## src/rtl/tx_frame_ctrl.sv

```systemverilog
// Transmit sequencer for the flex_pts_sr shift register. It frames a word as start(0), data LSB-first, stop(1),
// and drives load/shift strobes so that each bit is held for CLKS_PER_BIT cycles.
module tx_frame_ctrl #(
    parameter int DATA_BITS    = 8,
    parameter int CLKS_PER_BIT = 10
) (
    input  logic                 clk,
    input  logic                 rst,
    input  logic                 tx_valid,
    input  logic [DATA_BITS-1:0] tx_data,
    output logic                 tx_ready,
    input  logic                 abort,
    output logic                 load_enable,
    output logic                 shift_enable,
    output logic [DATA_BITS+1:0] frame_out,
    output logic                 busy,
    output logic                 tx_done
);

    localparam int FRAME_BITS = DATA_BITS + 2;
    localparam int CW         = (CLKS_PER_BIT > 1) ? $clog2(CLKS_PER_BIT) : 1;
    localparam int BW         = $clog2(FRAME_BITS);
    localparam logic [CW-1:0] CLK_LAST = CW'(CLKS_PER_BIT - 1);
    localparam logic [BW-1:0] BIT_LAST = BW'(FRAME_BITS - 1);

    typedef enum logic [2:0] {
        S_IDLE,
        S_LOAD,
        S_BIT,
        S_DONE,
        S_ABORT
    } state_t;

    state_t        state, next_state;
    logic [CW-1:0] clk_cnt;
    logic [BW-1:0] bit_cnt;
    logic          bit_end;

    always_ff @(posedge clk) begin
        if (rst) state <= S_IDLE;
        else     state <= next_state;
    end

    always_comb begin
        next_state   = state;
        load_enable  = 1'b0;
        shift_enable = 1'b0;
        busy         = 1'b1;
        tx_done      = 1'b0;
        tx_ready     = 1'b0;
        bit_end      = (clk_cnt == CLK_LAST);
        case (state)
            S_IDLE: begin
                busy     = 1'b0;
                tx_ready = !rst;
                if (tx_valid && !rst) next_state = S_LOAD;
            end
            S_LOAD: begin
                load_enable = 1'b1;
                next_state  = abort ? S_ABORT : S_BIT;
            end
            S_BIT: begin
                shift_enable = bit_end;
                if (abort)                             next_state = S_ABORT;
                else if (bit_end && bit_cnt == BIT_LAST) next_state = S_DONE;
            end
            S_DONE: begin
                tx_done    = 1'b1;
                next_state = S_IDLE;
            end
            S_ABORT: begin
                load_enable = 1'b1;
                next_state  = S_IDLE;
            end
            default: next_state = S_IDLE;
        endcase
    end

    always_ff @(posedge clk) begin
        if (rst) begin
            frame_out <= '1;
            clk_cnt   <= '0;
            bit_cnt   <= '0;
        end else begin
            case (state)
                S_IDLE: if (tx_valid) frame_out <= {1'b1, tx_data, 1'b0};
                S_LOAD: begin
                    clk_cnt <= '0;
                    bit_cnt <= '0;
                end
                S_BIT: begin
                    if (bit_end) begin
                        clk_cnt <= '0;
                        bit_cnt <= bit_cnt + 1'b1;
                    end else begin
                        clk_cnt <= clk_cnt + 1'b1;
                    end
                end
                default: ;
            endcase
            // Entering IDLE or ABORT forces the frame to all ones so that any reload drives the line high.
            if (next_state == S_IDLE || next_state == S_ABORT) frame_out <= '1;
        end
    end

endmodule

```

## config.mk

```make
export PLATFORM = sky130hd
export DESIGN_NAME = tx_frame_ctrl
export DESIGN_NICKNAME = d
export VERILOG_FILES = /design/src/rtl/tx_frame_ctrl.sv
export SDC_FILE = /design/constraint.sdc
export NUM_CORES = 1
export LEC_CHECK = 0
export ABC_CLOCK_PERIOD_IN_PS = 2070
export CAP_MARGIN = 20
export CORE_UTILIZATION = 45
export CTS_BUF_LIST = sky130_fd_sc_hd__clkbuf_4 sky130_fd_sc_hd__clkbuf_8
export CTS_CLUSTER_SIZE = 25
export DETAILED_ROUTE_END_ITERATION = 16
export GPL_ROUTABILITY_DRIVEN = 1
export PLACE_DENSITY = 0.75
export SYNTH_ARGS = -nofsm -noshare
export SYNTH_HDL_FRONTEND = slang
export SYNTH_SLANG_ARGS = --single-unit
```

## constraint.sdc

```tcl
create_clock -name clk -period 2.07 [get_ports clk]
set_input_delay 0.207 -clock clk [delete_from_list [all_inputs] [get_ports clk]]
set_output_delay 0.207 -clock clk [all_outputs]
set_load 0.1 [all_outputs]
```

==> flow_metrics.env <==
export IMPL_status="finished clean"
export IMPL_grt_max_degree=15
export IMPL_syn_nets=124
export IMPL_initial_core_util_pct=50.1
export IMPL_drc_errors=0
export IMPL_track_usage_pct=21.8
export IMPL_syn_inst=108
export IMPL_die_w_um=49.7
export IMPL_syn_to_final_growth_pct=37.5
export IMPL_crit_path_max_incr_delay_ps=570
export IMPL_hold_viol=0
export IMPL_worstSkewPairLatency_ps=310
export IMPL_finalClockSkew_ps=13.3
export IMPL_nNetsFinal=151
export IMPL_synth_edf_count=0
export IMPL_seqPwrFrac_pct=40.3
export IMPL_power_density_nw_per_um2=709
export IMPL_dieArea_um2=2470
export IMPL_period_share_pct=90.4
export IMPL_crit_type="register to output port"
export IMPL_setup_viol=0
export IMPL_wl_met2_um=1180
export IMPL_post_cts_buffers=0
export IMPL_multi_input_area_um2=576
export IMPL_clock_sinks=20
export IMPL_fmax_ghz=0.534
export IMPL_first_pass_iters=4
export IMPL_peakVddDrop_mv=0.757
export IMPL_clkSlewWorstSetupHoldPaths_ps=120
export IMPL_fill_cells=179
export IMPL_period_needed_ps=1870
export IMPL_antenna_found_initial=0
export IMPL_tns_ps=0
export IMPL_post_synth_top_count_cell="dfxtp_1"
export IMPL_synth_seq_area_share_pct=39.1
export IMPL_relSlewSlack_pct=62.1
export IMPL_drv_slew=0
export IMPL_die_y_um=49.7
export IMPL_r2r_start="state[0]"
export IMPL_postRouteAntennaNets=0
export IMPL_p_leak_uw=0.000514
export IMPL_cts_max_level=1
export IMPL_via_count=941
export IMPL_synth_seq_cells=20
export IMPL_tightest_slew_ps=565
export IMPL_insertedDiodeCount=0
export IMPL_cap_viol_max_count=0
export IMPL_drt_iter0_markers=10
export IMPL_startpoint_type="register"
export IMPL_grt_pass1_vias=878
export IMPL_hold_slack_ps=494
export IMPL_ys_flop_type="dfxtp_1"
export IMPL_ctsHoldBuffers=0
export IMPL_cts_resized_gates=0
export IMPL_crit_path_end_kind="output port"
export IMPL_routed_wl_um=2340
export IMPL_placed_cells=157
export IMPL_netlist_area_um2=1020
export IMPL_port_buffers=25
export IMPL_drive_above_1_share_pct=22.4
export IMPL_min_from="bit_cnt[3]"
export IMPL_comb_power_share_pct=27.3
export IMPL_crit_path_start="state[0]"
export IMPL_cts_root_buf="clkbuf_4"
export IMPL_path_cells="or3b_1 -> nor2_2 -> buf_12"
export IMPL_rsz0062_at_grt="no"
export IMPL_ys_async_sr_fraction_pct=0
export IMPL_io_pins=27
export IMPL_final_cells=161
export IMPL_coreArea_um2=2040
export IMPL_rows=16
export IMPL_p_sw_share_pct=31.5
export IMPL_gp_congestion=0.792
export IMPL_required_ps=1860
export IMPL_worstPathArrival_ps=1660
export IMPL_syn_avg_cell_area_um2=9.48
export IMPL_top_layer="met4"
export IMPL_synth_cell_type_count=34
export IMPL_grt_pass1_wl_um=4100
export IMPL_dpl_hpwl_um=1750
export IMPL_via_per_inst=5.84
export IMPL_wl_met3_um=115
export IMPL_synth_common_cells="dfxtp_1, o211ai_1, mux2i_1"
export IMPL_cts_buffer_depth=2
export IMPL_yosys_area_top_type="dfxtp_1"
export IMPL_cts_made_buffers=3
export IMPL_grt_ovfl_total=0
export IMPL_path_max_fanout=14
export IMPL_wl_per_cell_um=14.5
export IMPL_regArea_um2=400
export IMPL_power_clock_fraction_pct=32.3
export IMPL_intPower_uw=684
export IMPL_p_sw_uw=314
export IMPL_synth_area_leaders="dfxtp_1, mux2i_1, o211ai_1, ha_1, a21oi_1"
export IMPL_hold_path_class="register to register"
export IMPL_crit_path_top_delay_cell="or3b_1"
export IMPL_met1_length_um=1020
export IMPL_synth_top_cell_area_share_pct=39.1
export IMPL_synth_warning_count=0
export IMPL_tritoncts="done"
## path summary, 6_finish.rpt
check | to | slack [ps] | cells after the start
worst max-delay path | shift_enable | 200 | 3
worst min-delay path | bit_cnt[3] | 490 | 2
worst max register to register | bit_cnt[3] | 360 | 3
worst min register to register | bit_cnt[3] | 490 | 2
## power groups by stage
stage                     logic, µW  clock network, µW  registers [µW]
final                           273                323             403
after global routing            287                346             405
after CTS                       274                324             403
after detailed placement        274                  0             411
after global placement          269                  0             412
after floorplan                 138                  0             460
## flip-flops by register name, summed over array words and instances, names as in the netlist
signal and count:
frame_out 9, bit_cnt 4, clk_cnt 4, state 3
## metrics by stage
step | setup slack, ps | power (µW) | util [%] | instance area [µm²]
final | 199 | 998 | 68.9 | 1410
after global routing | 107 | 1040 | 68.9 | 1410
after CTS | 201 | 1000 | 68.9 | 1410
after detailed placement | 272 | 685 | 66.4 | 1360
after global placement | 319 | 681 | 66.4 | 1360
after floorplan | -71.3 | 599 | - | 1040
## logic make-up after synthesis
group / count (synthesis) / share of synthesized area (%)
compound gates: 26 / 18.5
buf+inv: 15 / 6.60
fa+ha+maj: 4 / 4.89
flops: 20 / 39.1
other cells: 1 / 0.366
mux: 8 / 7.82
xor+xnor: 1 / 0.856
simple gates: 33 / 21.9
## layer usage
metal | vias up | global-route usage, %
met5 | - | 0
met4 | 0 | 6.67
met3 | 5 | 5.86
met2 | 27 | 36.3
met1 | 453 | 27.2
li1 | 456 | -
## cell usage in the layout, fill, tap and decap left out, drive strengths merged
cell type and n:
dfxtp 20, buf 20, clkdlybuf4s50 11, o211ai 10
mux2i 8, a21oi 7, inv 6, nand3 6
or3 4, ha 4, nand2b 3, nand2 3
or4 3, clkbuf 3, nor4b 3, nor2 3
or3b 2, o311ai 2, nand3b 1, xnor2 1
nor4 1, and3b 1, nor3b 1, nor4bb 1
a31o 1, a211oi 1, o221ai 1, a41oi 1
a311oi 1, o31ai 1, a31oi 1, and2 1
conb 1, bufinv 1
## critical path: cells and delay by family (launching register included)
kind                   cells  cell delay (ps)
buffers and inverters      1              190
DFF                        1              380
and+or+nand+nor            2              780
## layout make-up
class	instances	area share, %
Multi-Input combinational cell	73	40.9
Sequential cell	20	28.4
Timing Repair Buffer	31	22.9
Tap cell	27	2.40
Clock inverter	1	2.13
Clock buffer	3	1.60
Inverter	6	1.60
Power figures use the tool's default switching activity.
